### config.mk
export PLATFORM = sky130hd
export DESIGN_NAME = sample_streamer_flat
export DESIGN_NICKNAME = d
export VERILOG_FILES = /design/src/rtl/sample_streamer_if.sv /design/src/rtl/sample_streamer.sv /design/src/flat_wrapper.sv
export SDC_FILE = /design/constraint.sdc
export NUM_CORES = 1
export LEC_CHECK = 0
export CORE_MARGIN = 1.5
export CORE_UTILIZATION = 45
export CTS_CLUSTER_DIAMETER = 120
export DETAILED_ROUTE_END_ITERATION = 10
export PLACE_DENSITY = 0.77
export SETUP_SLACK_MARGIN = 0.15
export SLEW_MARGIN = 20
export SYNTH_ARGS = -nofsm -noshare
export SYNTH_HDL_FRONTEND = slang
export SYNTH_SLANG_ARGS = --single-unit
export TNS_END_PERCENT = 5
### constraint.sdc
create_clock -name clk -period 2.13 [get_ports clk]
set_input_delay 0.5325 -clock clk [delete_from_list [all_inputs] [get_ports clk]]
set_output_delay 0.5325 -clock clk [all_outputs]
set_load 0.005 [all_outputs]
### src/rtl/sample_streamer_if.sv
// Signal bundle joining sample_streamer to its control source, the channel
// sample RAM and the delay beamformer.
interface sample_streamer_if;
  logic        start;
  logic        abort;
  logic [15:0] ram_address;
  logic        ram_rden;
  logic [31:0] ram_q;
  logic [31:0] sample_value;
  logic [15:0] sample_index;
  logic        startbeamformer;
  logic        busy;
  logic        done;

  modport master (
    input  start,
    input  abort,
    input  ram_q,
    output ram_address,
    output ram_rden,
    output sample_value,
    output sample_index,
    output startbeamformer,
    output busy,
    output done
  );

  modport slave (
    output start,
    output abort,
    output ram_q,
    input  ram_address,
    input  ram_rden,
    input  sample_value,
    input  sample_index,
    input  startbeamformer,
    input  busy,
    input  done
  );
endinterface

### src/rtl/sample_streamer.sv
// Frame source for the delay beamformer: walks the sample RAM in address order
// and presents every word with its index for HOLD_CYCLES cycles.
module sample_streamer #(
  parameter int unsigned NUM_SAMPLES = 4096,
  parameter int unsigned RAM_LATENCY = 2,
  parameter int unsigned HOLD_CYCLES = 4
) (
  input  logic              clk,
  input  logic              rst_n,
  sample_streamer_if.master bus
);

  localparam logic [16:0]         LAST_IDX  = 17'(NUM_SAMPLES - 1);
  localparam int unsigned         LAT_W     = $clog2(RAM_LATENCY + 2);
  localparam int unsigned         HOLD_W    = $clog2(HOLD_CYCLES + 1);
  localparam logic [LAT_W-1:0]    LAT_LAST  = LAT_W'(RAM_LATENCY);
  localparam logic [HOLD_W-1:0]   HOLD_LAST = HOLD_W'(HOLD_CYCLES - 1);

  if (HOLD_CYCLES < RAM_LATENCY + 1) begin : g_bad_hold
    $error("sample_streamer: HOLD_CYCLES must be at least RAM_LATENCY+1");
  end
  if (NUM_SAMPLES < 1 || NUM_SAMPLES > 65536) begin : g_bad_num
    $error("sample_streamer: NUM_SAMPLES must be within 1..65536");
  end

  typedef enum logic [1:0] {
    S_IDLE    = 2'd0,
    S_FETCH   = 2'd1,
    S_PRESENT = 2'd2
  } state_t;

  state_t              r_state;
  logic [15:0]         r_addr;
  logic                r_rden;
  logic [31:0]         r_value;
  logic [15:0]         r_index;
  logic                r_sbf;
  logic                r_busy;
  logic                r_done;
  logic [LAT_W-1:0]    r_lat;
  logic [HOLD_W-1:0]   r_hold;

  state_t              w_state_nxt;
  logic [15:0]         w_addr_nxt;
  logic                w_rden_nxt;
  logic [31:0]         w_value_nxt;
  logic [15:0]         w_index_nxt;
  logic                w_sbf_nxt;
  logic                w_busy_nxt;
  logic                w_done_nxt;
  logic [LAT_W-1:0]    w_lat_nxt;
  logic [HOLD_W-1:0]   w_hold_nxt;

  logic                w_go;
  logic                w_lat_last;
  logic                w_hold_last;
  logic                w_more;
  logic [15:0]         w_first_addr;
  logic [15:0]         w_next_addr;

  // Read addresses are clamped so the RAM is never addressed past the frame.
  function automatic logic [15:0] clamp_addr(input logic [16:0] a);
    if (a > LAST_IDX) begin
      clamp_addr = LAST_IDX[15:0];
    end else begin
      clamp_addr = a[15:0];
    end
  endfunction

  assign w_go         = bus.start & ~bus.abort;
  assign w_lat_last   = (r_lat == LAT_LAST);
  assign w_hold_last  = (r_hold == HOLD_LAST);
  assign w_more       = ({1'b0, r_index} < LAST_IDX);
  assign w_first_addr = clamp_addr(17'd1);
  assign w_next_addr  = clamp_addr({1'b0, r_index} + 17'd2);

  // State and output registers
  always_ff @(posedge clk) begin
    if (!rst_n) begin
      r_state <= S_IDLE;
      r_addr  <= '0;
      r_rden  <= 1'b0;
      r_value <= '0;
      r_index <= '0;
      r_sbf   <= 1'b0;
      r_busy  <= 1'b0;
      r_done  <= 1'b0;
      r_lat   <= '0;
      r_hold  <= '0;
    end else begin
      r_state <= w_state_nxt;
      r_addr  <= w_addr_nxt;
      r_rden  <= w_rden_nxt;
      r_value <= w_value_nxt;
      r_index <= w_index_nxt;
      r_sbf   <= w_sbf_nxt;
      r_busy  <= w_busy_nxt;
      r_done  <= w_done_nxt;
      r_lat   <= w_lat_nxt;
      r_hold  <= w_hold_nxt;
    end
  end

  // Next-state decode; abort outranks every other transition
  always_comb begin
    w_state_nxt = r_state;
    case (r_state)
      S_IDLE: begin
        if (w_go) begin
          w_state_nxt = S_FETCH;
        end else begin
          w_state_nxt = S_IDLE;
        end
      end
      S_FETCH: begin
        if (bus.abort) begin
          w_state_nxt = S_IDLE;
        end else if (w_lat_last) begin
          w_state_nxt = S_PRESENT;
        end else begin
          w_state_nxt = S_FETCH;
        end
      end
      S_PRESENT: begin
        if (bus.abort) begin
          w_state_nxt = S_IDLE;
        end else if (w_hold_last && !w_more) begin
          w_state_nxt = S_IDLE;
        end else begin
          w_state_nxt = S_PRESENT;
        end
      end
      default: w_state_nxt = S_IDLE;
    endcase
  end

  // Next values of the registered outputs and counters
  always_comb begin
    w_addr_nxt  = r_addr;
    w_rden_nxt  = r_rden;
    w_value_nxt = r_value;
    w_index_nxt = r_index;
    w_sbf_nxt   = r_sbf;
    w_busy_nxt  = r_busy;
    w_done_nxt  = 1'b0;
    w_lat_nxt   = r_lat;
    w_hold_nxt  = r_hold;
    case (r_state)
      S_IDLE: begin
        if (w_go) begin
          w_addr_nxt = '0;
          w_rden_nxt = 1'b1;
          w_busy_nxt = 1'b1;
          w_lat_nxt  = '0;
        end else begin
          w_lat_nxt  = r_lat;
        end
      end
      S_FETCH: begin
        if (bus.abort) begin
          w_sbf_nxt  = 1'b0;
          w_busy_nxt = 1'b0;
          w_rden_nxt = 1'b0;
          w_addr_nxt = '0;
        end else if (w_lat_last) begin
          w_value_nxt = bus.ram_q;
          w_index_nxt = '0;
          w_sbf_nxt   = 1'b1;
          w_addr_nxt  = w_first_addr;
          w_hold_nxt  = '0;
        end else begin
          w_lat_nxt   = r_lat + LAT_W'(1);
        end
      end
      S_PRESENT: begin
        if (bus.abort) begin
          w_sbf_nxt  = 1'b0;
          w_busy_nxt = 1'b0;
          w_rden_nxt = 1'b0;
          w_addr_nxt = '0;
        end else if (w_hold_last) begin
          if (w_more) begin
            w_value_nxt = bus.ram_q;
            w_index_nxt = r_index + 16'd1;
            w_addr_nxt  = w_next_addr;
            w_hold_nxt  = '0;
          end else begin
            w_sbf_nxt  = 1'b0;
            w_busy_nxt = 1'b0;
            w_done_nxt = 1'b1;
            w_rden_nxt = 1'b0;
          end
        end else begin
          w_hold_nxt = r_hold + HOLD_W'(1);
        end
      end
      default: begin
        w_sbf_nxt  = 1'b0;
        w_busy_nxt = 1'b0;
        w_rden_nxt = 1'b0;
      end
    endcase
  end

  assign bus.ram_address     = r_addr;
  assign bus.ram_rden        = r_rden;
  assign bus.sample_value    = r_value;
  assign bus.sample_index    = r_index;
  assign bus.startbeamformer = r_sbf;
  assign bus.busy            = r_busy;
  assign bus.done            = r_done;

endmodule

### src/flat_wrapper.sv
// flat-port wrapper written by rule: the top's interface ports become plain ports
module sample_streamer_flat 
#(
  parameter int unsigned NUM_SAMPLES = 4096,
  parameter int unsigned RAM_LATENCY = 2,
  parameter int unsigned HOLD_CYCLES = 4
)
  (clk, rst_n, bus_start, bus_abort, bus_ram_q, bus_ram_address, bus_ram_rden, bus_sample_value, bus_sample_index, bus_startbeamformer, bus_busy, bus_done);
  sample_streamer_if bus_i ();
  input  logic clk;
  input  logic rst_n;
  input wire logic [$bits(bus_i.start)-1:0] bus_start;
  input wire logic [$bits(bus_i.abort)-1:0] bus_abort;
  input wire logic [$bits(bus_i.ram_q)-1:0] bus_ram_q;
  output wire logic [$bits(bus_i.ram_address)-1:0] bus_ram_address;
  output wire logic [$bits(bus_i.ram_rden)-1:0] bus_ram_rden;
  output wire logic [$bits(bus_i.sample_value)-1:0] bus_sample_value;
  output wire logic [$bits(bus_i.sample_index)-1:0] bus_sample_index;
  output wire logic [$bits(bus_i.startbeamformer)-1:0] bus_startbeamformer;
  output wire logic [$bits(bus_i.busy)-1:0] bus_busy;
  output wire logic [$bits(bus_i.done)-1:0] bus_done;
  assign bus_i.start = bus_start;
  assign bus_i.abort = bus_abort;
  assign bus_i.ram_q = bus_ram_q;
  assign bus_ram_address = bus_i.ram_address;
  assign bus_ram_rden = bus_i.ram_rden;
  assign bus_sample_value = bus_i.sample_value;
  assign bus_sample_index = bus_i.sample_index;
  assign bus_startbeamformer = bus_i.startbeamformer;
  assign bus_busy = bus_i.busy;
  assign bus_done = bus_i.done;
  sample_streamer #(.NUM_SAMPLES(NUM_SAMPLES), .RAM_LATENCY(RAM_LATENCY), .HOLD_CYCLES(HOLD_CYCLES)) u_core (.clk(clk), .rst_n(rst_n), .bus(bus_i));
endmodule
==> impl_metrics.env, run 1 <==
export IMPL_clk_latency_ns=0.35
export IMPL_critPathBufInv=1
export IMPL_route_met3_wl_um=796
export IMPL_path_max_fanout=6
export IMPL_grt_total_usage_pct=21.92
export IMPL_die_w_um=90.49
export IMPL_synth_top_cell_by_area="dfxtp_1"
export IMPL_grt_max_degree=41
export IMPL_period_share_pct=91.53
export IMPL_async_reset_ff_share_pct=0
export IMPL_wl_per_cell_um=14.44
export IMPL_p_comb_share_pct=9.9
export IMPL_synth_most_common_cell="nand2_1"
export IMPL_powerDensity_nw_per_um2=547.4
export IMPL_ant_nets=0
export IMPL_nets=567
export IMPL_antenna_found_initial=0
export IMPL_ys_seq_area_share_pct=43.01
export IMPL_synth_top_cells_by_count="nand2_1, dfxtp_1, nor2_1"
export IMPL_ys_types=57
export IMPL_leakagePower_nw=1.866
export IMPL_viasPerCell=5.158
export IMPL_pin_count=104
export IMPL_hold_violations=0
export IMPL_finalSetupViolations=0
export IMPL_diodes=0
export IMPL_fin_setup_tns_ns=0
export IMPL_drv_slew=0
export IMPL_drv_cap=0
export IMPL_die_y_um=90.49
export IMPL_fin_skew_ns=0.008256
export IMPL_htreeDepth=3
export IMPL_syn_avg_cell_area_sq_um=8.765
export IMPL_required_ns=1.60
export IMPL_ir_worst_vdd_mv=0.3596
export IMPL_clockBufferDepth=2
export IMPL_rsz0062_at_grt="yes"
export IMPL_cts_hold_buf=0
export IMPL_grt_pass1_wl_um=14700
export IMPL_synth_area_leaders="dfxtp_1, nand2_1, a21boi_0"
export IMPL_end_kind="output port"
export IMPL_clock_root_buffer="clkbuf_8"
export IMPL_hold_class="reg -> reg"
export IMPL_yosys_warnings=0
export IMPL_drive_gt1_share_pct=16.35
export IMPL_p_int_mw=2.113
export IMPL_vias=3224
export IMPL_start_util_pct=46.99
export IMPL_post_route_util_pct=69.36
export IMPL_synth_seq_cells=74
export IMPL_final_cells=625
export IMPL_gp_congestion=0.8987
export IMPL_synth_area_sq_um=3445
export IMPL_min_period_ns=1.950
export IMPL_core_area_sq_um=7331
export IMPL_outcome="complete, no violations"
export IMPL_drt_iter0_drc=153
export IMPL_critPathKind="reg -> out"
export IMPL_switching_share_pct=24.08
export IMPL_cp_cell_sequence="clkdlybuf4s50_1"
export IMPL_syn_to_final_growth_pct=47.62
export IMPL_drc=0
export IMPL_relSlewSlack_pct=65.10
export IMPL_overflow=0
export IMPL_drt_pass1_iterations=4
export IMPL_synth_top_cell_area_share_pct=43.01
export IMPL_routed_wl_um=9028
export IMPL_critPathMaxStageDelay_ns=0.56
export IMPL_synth_nets=439
export IMPL_max_freq_ghz=0.5129
export IMPL_routed_top_layer="met4"
export IMPL_clk_pin_slew_ns=0.08
export IMPL_startpoint_type="flop"
export IMPL_synth_edf_count=0
export IMPL_seq_power_share_pct=51.0
export IMPL_placed_cells=605
export IMPL_cts_tree="yes"
export IMPL_wl_met2_um=4511
export IMPL_arrival_ns=1.42
export IMPL_cpLargestDelayFamily="buffers and inverters"
export IMPL_rows=31
export IMPL_worst_pin_slew_ns=0.5192
export IMPL_numCtsBuffers=9
export IMPL_grt_pass1_vias=3212
export IMPL_netlist_instances=393
export IMPL_switchingPower_mw=0.6703
export IMPL_cts_sinks=74
export IMPL_met1_length_um=3606
export IMPL_dp_hpwl_um=6370
export IMPL_dieArea_sq_um=8188
export IMPL_p_clk_share_pct=39.1
export IMPL_io_buffers=103
export IMPL_ys_flop_type="dfxtp_1"
export IMPL_slowest_stage="clkdlybuf4s50_1"
[stage by stage]
step	worst slack, ns	hold slack (ns)	area (sq um)	total power [mW]
after global placement	-0.1865	0.4133	4745	1.712
after global routing	0.09379	0.4520	5085	2.898
after CTS	0.09159	0.4367	4957	2.789
final	0.1805	0.4365	5085	2.784
after floorplan	0.2235	0.4054	3445	1.558
after detailed placement	-0.1887	0.4235	4745	1.717
[layout by cell type (no fill, tap or decap), types with 5 or more instances in the layout]
master and instances:
a21boi_1 9, inv_1 12, a21boi_0 26, and3_1 6, o2bb2ai_1 11, ha_1 7
nor3_1 7, and2_1 5, dfxtp_1 71, clkdlybuf4s50_1 103, nand2_1 79, xnor2_1 5
buf_4 31, nand3_1 7, xor2_1 14, clkbuf_8 9, nor2_1 31, nand4_1 7
[registers in the layout (all words and copies together), names as in the netlist]
register	flops
u_core.bus.done	1
u_core.r_lat	2
u_core.bus.ram_address	16
u_core.bus.ram_rden	1
u_core.bus.sample_index	16
u_core.r_hold	3
u_core.bus.sample_value	32
u_core.bus.startbeamformer	1
u_core.r_state	2
[cells by family after synthesis]
logic type,share of synthesized area [%]
AOI/OAI and AO/OA,16.67
and+or+nand+nor,26.41
muxes,0.8718
xor gates and xnor gates,4.831
adders and majority gates,3.632
DFF,43.01
buffers and inverters,4.577
[area by class of cell]
cell class | count | area (sq um)
clock inverters | 6 | 67.56
clock buffers | 10 | 127.6
fillers | 567 | 2246
repair buffers | 138 | 1340
well taps | 99 | 123.9
flip-flops and latches | 74 | 1490
multi-input cells | 286 | 1891
inverters | 12 | 45.04
[power groups by stage]
stage                     clock (mW)  combinational [mW]  sequential [mW]
after floorplan                    0               0.101             1.46
after global placement             0               0.259             1.45
after detailed placement           0               0.263             1.45
after CTS                       1.10               0.265             1.42
after global routing            1.17               0.304             1.42
final                           1.09               0.277             1.42
[repair_timing]
| item | 4_1_cts | 5_1_grt |
|---|---|---|
| gates cloned | 0 | 1 |
| pin swaps | 0 | 4 |
| gates resized for setup | 5 | 22 |
| setup endpoints to repair | 21 | 66 |
| buffers inserted | 0 | 3 |
| endpoints found under the hold margin | 0 | 0 |
[layer usage]
layer / global-route usage, % / vias to the layer above
met1: 25.35 / 1506
met3: 7.492 / 11
li1: - / 1594
met2: 36.40 / 113
met4: 9.921 / 0
met5: 0 / -
[worst paths after layout]
kind	slack, ns	to	startpoint	cells past startpoint
worst max-delay path	0.18	bus_sample_index[15]	u_core.bus.sample_index[15]$_SDFFE_PN0P_	1
worst min-delay path	0.44	u_core.r_hold[2]$_SDFFE_PN0P_	u_core.r_hold[2]$_SDFFE_PN0P_	2
worst max register to register	0.20	u_core.bus.sample_value[16]$_SDFFE_PN0P_	u_core.bus.sample_index[15]$_SDFFE_PN0P_	7
worst min register to register	0.44	u_core.r_hold[2]$_SDFFE_PN0P_	u_core.r_hold[2]$_SDFFE_PN0P_	2
No activity file was read; power rests on OpenSTA's default activity.
==> inputs of run 2 (changes only) <==
- CORE_UTILIZATION: 45 -> 47
- PLACE_DENSITY: 0.77 -> 0.8
==> impl_metrics.env, run 2 (synthesis results as in run 1) <==
export IMPL_rr_worst_depth=7
export IMPL_hold_violations=0
export IMPL_clk_pin_slew_ns=0.08
export IMPL_arrival_ns=1.42
export IMPL_fin_skew_ns=0.01175
export IMPL_grt_pass1_vias=3053
export IMPL_finalSetupViolations=0
export IMPL_cpLargestDelayFamily="buffers and inverters"
export IMPL_start_util_pct=48.00
export IMPL_layout_commonest_cell="clkdlybuf4s50_1"
export IMPL_vias=3207
export IMPL_final_cells=625
export IMPL_hold_class="reg -> reg"
export IMPL_syn_to_final_growth_pct=47.37
export IMPL_dieArea_sq_um=7852
export IMPL_multi_input_comb_area_sq_um=1872
export IMPL_cp_cell_sequence="clkdlybuf4s50_1"
export IMPL_routed_wl_um=8768
export IMPL_powerDensity_nw_per_um2=553.7
export IMPL_io_buffers=103
export IMPL_drt_iter0_drc=97
export IMPL_slowest_stage="clkdlybuf4s50_1"
export IMPL_core_area_sq_um=7176
export IMPL_rsz0062_at_grt="yes"
export IMPL_path_max_fanout=6
export IMPL_relSlewSlack_pct=65.35
export IMPL_numCtsBuffers=9
export IMPL_cts_tree="yes"
export IMPL_nets=567
export IMPL_fin_setup_tns_ns=0
export IMPL_leakagePower_nw=1.875
export IMPL_regArea_sq_um=1490
export IMPL_hold_path_endpoint="u_core.r_hold[2]$_SDFFE_PN0P_"
export IMPL_critPathKind="reg -> out"
export IMPL_largest_reg_flops=32
export IMPL_period_share_pct=91.85
export IMPL_r2r_start="u_core.bus.sample_index[15]$_SDFFE_PN0P_"
export IMPL_r2r_slack_ns=0.25
export IMPL_pin_count=104
export IMPL_outcome="complete, no violations"
export IMPL_required_ns=1.60
export IMPL_clk_latency_ns=0.35
export IMPL_grt_max_degree=33
export IMPL_placed_cells=606
export IMPL_drt_pass1_iterations=4
export IMPL_end_kind="output port"
export IMPL_min_period_ns=1.956
export IMPL_clock_root_buffer="clkbuf_8"
export IMPL_drv_slew=0
export IMPL_die_y_um=88.61
export IMPL_ir_worst_vdd_mv=0.3725
export IMPL_drc=0
export IMPL_viasPerCell=5.131
export IMPL_gp_congestion=0.8803
export IMPL_layout_common_cells="clkdlybuf4s50_1, nand2_1, dfxtp_1"
export IMPL_htreeDepth=3
export IMPL_drv_cap=0
export IMPL_antenna_found_initial=0
export IMPL_startpoint_type="flop"
export IMPL_cts_sinks=74
export IMPL_max_freq_ghz=0.5111
export IMPL_worst_pin_slew_ns=0.5155
export IMPL_diodes=0
export IMPL_critPathBufInv=1
export IMPL_grt_pass1_wl_um=14040
export IMPL_overflow=0
export IMPL_nFillCells=538
export IMPL_rows=31
export IMPL_hold_start="u_core.r_hold[2]$_SDFFE_PN0P_"
export IMPL_grt_total_usage_pct=23.24
export IMPL_critPathMaxStageDelay_ns=0.56
export IMPL_drive_gt1_share_pct=16.54
export IMPL_wl_per_cell_um=14.03
export IMPL_whs_path_depth=2
export IMPL_die_w_um=88.61
export IMPL_clockBufferDepth=2
export IMPL_r2r_end="u_core.bus.sample_value[16]$_SDFFE_PN0P_"
export IMPL_ant_nets=0
export IMPL_dp_hpwl_um=6378
[run 2: cell types whose count changed in the layout (fill, tap and decap cells not counted), sizes merged]
cell      previous run  this run
bufbuf               0         1
clkbuf              11         9
clkinvlp             2         1
inv                 12        14
[run 2: timing repair]
| action | 4_1_cts | 5_1_grt |
|---|---|---|
| pin swaps | 0 | 4 |
| endpoints found under the setup margin | 50 | 65 |
| buffers inserted | 1 | 1 |
| cloned | 1 | 0 |
| resized for setup | 6 | 18 |
| hold buffers | 0 | 0 |
[run 2: tightest hold or removal path, cell delays in order, from the launching register on]
cell	delay (ns)
dfxtp_1	0.31
inv_1	0.05
a211oi_1	0.04
[run 2: routing by layer]
layer  wire length [um]  vias to the layer above  global-route usage (%)  share of wire [%]
li1                   -                     1599                       -                  -
met1               3827                     1490                   27.77                 44
met2               4152                      108                   38.38                 47
met3                653                       10                   7.276                7.4
met4                134                        0                   10.51                1.5
met5                  0                        -                       0                  0
[run 2: how the worst max path moves through the flow]
stage / startpoint / slack [ns] / to / cells past startpoint
CTS: u_core.r_state[1]$_SDFF_PN0_ / 0.12 / u_core.bus.sample_index[14]$_SDFFE_PN0P_ / 10
detailed placement: bus_abort / -0.18 / u_core.bus.sample_value[31]$_SDFFE_PN0P_ / 8
finish: u_core.bus.sample_index[15]$_SDFFE_PN0P_ / 0.17 / bus_sample_index[15] / 1
global placement: bus_abort / -0.15 / u_core.bus.sample_index[14]$_SDFFE_PN0P_ / 8
floorplan: u_core.r_state[1]$_SDFF_PN0_ / 0.22 / u_core.bus.ram_address[10]$_SDFFE_PN0P_ / 9
global route: u_core.bus.sample_index[15]$_SDFFE_PN0P_ / 0.09 / u_core.bus.sample_value[21]$_SDFFE_PN0P_ / 7
[run 2: stage by stage]
step / power [mW] / instance area [sq um] / setup slack, ns / hold WS (ns) / util [%]
after floorplan: 1.558 / 3445 / 0.2235 / 0.4054 / -
after global placement: 1.711 / 4752 / -0.1496 / 0.4140 / 66.22
after global routing: 2.919 / 5076 / 0.09498 / 0.4695 / 70.74
after CTS: 2.828 / 5001 / 0.1196 / 0.4314 / 69.69
after detailed placement: 1.718 / 4752 / -0.1763 / 0.4170 / 66.22
final: 2.810 / 5076 / 0.1735 / 0.4304 / 70.74
[run 2: area by class of cell]
class	instances	share of cell area, %
clock buffer	9	2.440
clock inverter	7	1.528
inverter	12	0.8874
multi-input combinational	286	36.87
sequential	74	29.36
tap	99	2.440
timing repair buffer	138	26.47
[run 2: power breakdown]
| part | internal, mW | switching [mW] | leakage (nW) | total [mW] |
|---|---|---|---|---|
| Combinational | 0.165 | 0.111 | 1.17 | 0.277 |
| Sequential | 1.41 | 0.0144 | 0.601 | 1.42 |
| Clock | 0.551 | 0.561 | 0.100 | 1.11 |
==> inputs of run 3 (changes only) <==
- CTS_BUF_LIST: default -> sky130_fd_sc_hd__clkbuf_16
- REMOVE_ABC_BUFFERS: default -> 1
==> impl_metrics.env, run 3 (synthesis results as in run 1) <==
export IMPL_min_period_ns=1.949
export IMPL_grt_pass1_wl_um=15150
export IMPL_max_freq_ghz=0.5132
export IMPL_diodes=0
export IMPL_gp_congestion=0.8556
export IMPL_startpoint_type="flop"
export IMPL_critPathKind="reg -> out"
export IMPL_clk_pin_slew_ns=0.06
export IMPL_placed_cells=602
export IMPL_worst_pin_slew_ns=0.4239
export IMPL_routed_wl_um=9288
export IMPL_hold_path_endpoint="u_core.r_hold[2]$_SDFFE_PN0P_"
export IMPL_cts_tree="yes"
export IMPL_overflow=0
export IMPL_grt_pass1_vias=3139
export IMPL_r2r_end="u_core.bus.ram_address[1]$_SDFFE_PN0P_"
export IMPL_multi_input_comb_area_sq_um=1846
export IMPL_drv_cap=0
export IMPL_rr_worst_depth=7
export IMPL_switching_share_pct=22.17
export IMPL_numCtsBuffers=9
export IMPL_r2r_start="u_core.bus.sample_index[7]$_SDFFE_PN0P_"
export IMPL_cts_sinks=74
export IMPL_ant_nets=0
export IMPL_period_share_pct=91.48
export IMPL_die_y_um=88.61
export IMPL_hold_slack_ns=0.4322
export IMPL_drive_gt1_share_pct=15.30
export IMPL_seq_power_share_pct=42.5
export IMPL_cts_hold_buf=0
export IMPL_p_total_mw=3.348
export IMPL_required_ns=1.60
export IMPL_dp_hpwl_um=6443
export IMPL_leakagePower_nw=1.917
export IMPL_relSlewSlack_pct=71.50
export IMPL_powerDensity_nw_per_um2=648.9
export IMPL_dieArea_sq_um=7852
export IMPL_wl_per_cell_um=14.93
export IMPL_r2r_slack_ns=0.20
export IMPL_syn_to_final_growth_pct=49.76
export IMPL_p_comb_share_pct=8.3
export IMPL_final_cells=622
export IMPL_layout_common_cells="clkdlybuf4s50_1, nand2_1, dfxtp_1"
export IMPL_grt_max_degree=42
export IMPL_switchingPower_mw=0.7422
export IMPL_end_kind="output port"
export IMPL_path_max_fanout=12
export IMPL_die_w_um=88.61
export IMPL_pin_count=104
export IMPL_clock_root_buffer="clkbuf_16"
export IMPL_rows=31
export IMPL_fin_skew_ns=0.01118
export IMPL_vias=3303
export IMPL_nets=564
export IMPL_clockBufferDepth=2
export IMPL_viasPerCell=5.310
export IMPL_drt_pass1_iterations=4
export IMPL_nFillCells=531
export IMPL_regArea_sq_um=1489
export IMPL_cp_cell_sequence="buf_4 > clkdlybuf4s50_1"
export IMPL_hold_class="reg -> reg"
export IMPL_slowest_stage="clkdlybuf4s50_1"
export IMPL_hold_violations=0
export IMPL_pre_cts_slack_ns=-0.3033
export IMPL_rsz0062_at_grt="yes"
export IMPL_p_clk_share_pct=49.2
export IMPL_drt_iter0_drc=164
export IMPL_start_util_pct=48.00
export IMPL_ir_worst_vdd_mv=0.4675
export IMPL_htreeDepth=3
export IMPL_post_route_util_pct=71.89
export IMPL_largest_reg_flops=32
export IMPL_io_buffers=103
export IMPL_hold_start="u_core.r_hold[2]$_SDFFE_PN0P_"
export IMPL_clk_latency_ns=0.34
export IMPL_layout_setup_ws_ns=0.1814
export IMPL_core_area_sq_um=7176
export IMPL_grt_total_usage_pct=25.27
export IMPL_drv_slew=0
export IMPL_layout_commonest_cell="clkdlybuf4s50_1"
export IMPL_critPathMaxStageDelay_ns=0.53
export IMPL_antenna_found_initial=0
export IMPL_outcome="complete, no violations"
export IMPL_finalSetupViolations=0
export IMPL_drc=0
export IMPL_arrival_ns=1.42
export IMPL_whs_path_depth=2
export IMPL_p_int_mw=2.605
## run 3: how the worst max path moves through the flow
stage	startpoint	to	slack, ns	cells after the start
3_5_place_dp	bus_abort	u_core.bus.ram_address[0]$_SDFFE_PN0P_	-0.30	7
6_report	u_core.bus.sample_index[0]$_SDFFE_PN0P_	bus_sample_index[0]	0.18	2
3_3_place_gp	bus_abort	u_core.bus.ram_address[9]$_SDFFE_PN0P_	-0.23	7
2_1_floorplan	u_core.bus.sample_index[0]$_SDFFE_PN0P_	u_core.bus.sample_index[13]$_SDFFE_PN0P_	-0.02	7
5_1_grt	u_core.r_lat[0]$_SDFFE_PN0P_	u_core.bus.ram_address[7]$_SDFFE_PN0P_	0.09	8
4_1_cts	u_core.bus.sample_index[1]$_SDFFE_PN0P_	u_core.bus.sample_value[13]$_SDFFE_PN0P_	0.13	9
## run 3: layout make-up
| class | instances | area share (%) |
|---|---|---|
| Inverter | 12 | 0.8732 |
| Tap cell | 99 | 2.401 |
| Clock buffer | 9 | 4.366 |
| Timing Repair Buffer | 135 | 25.76 |
| Sequential cell | 74 | 28.86 |
| Multi-Input combinational cell | 286 | 35.77 |
| Clock inverter | 7 | 1.965 |
## run 3: power by group through the flow
| stage | logic, mW | registers (mW) | clock network [mW] |
|---|---|---|---|
| after floorplan | 0.0819 | 1.46 | 0 |
| after global placement | 0.255 | 1.45 | 0 |
| after detailed placement | 0.261 | 1.45 | 0 |
| after CTS | 0.276 | 1.42 | 1.66 |
| after global routing | 0.301 | 1.43 | 1.72 |
| final | 0.278 | 1.42 | 1.65 |
## run 3: per-layer routing
metal | wire length [um] | global-route usage [%]
met5 | 0 | 0
met1 | 3803 | 30.35
met2 | 4693 | 43.79
met4 | 238 | 10.37
met3 | 552 | 5.597
## run 3: metrics by stage
stage / TNS, ns / cell area (sq um)
finish: 0 / 5159
global route: 0 / 5159
CTS: 0 / 5132
detailed placement: -8.714 / 4735
global placement: -5.927 / 4735
floorplan: -0.02329 / 3332
## run 3: critical path, delay by kind of cell (launching register included)
kind | cells | cell delay (ns)
flops | 1 | 0.34
buf+inv | 2 | 0.73
## run 3: what timing repair did
item	4_1_cts	5_1_grt
setup endpoints to repair	50	64
gates resized for setup	10	10
pin swaps	3	3
buffers inserted	2	1
gates cloned	1	0
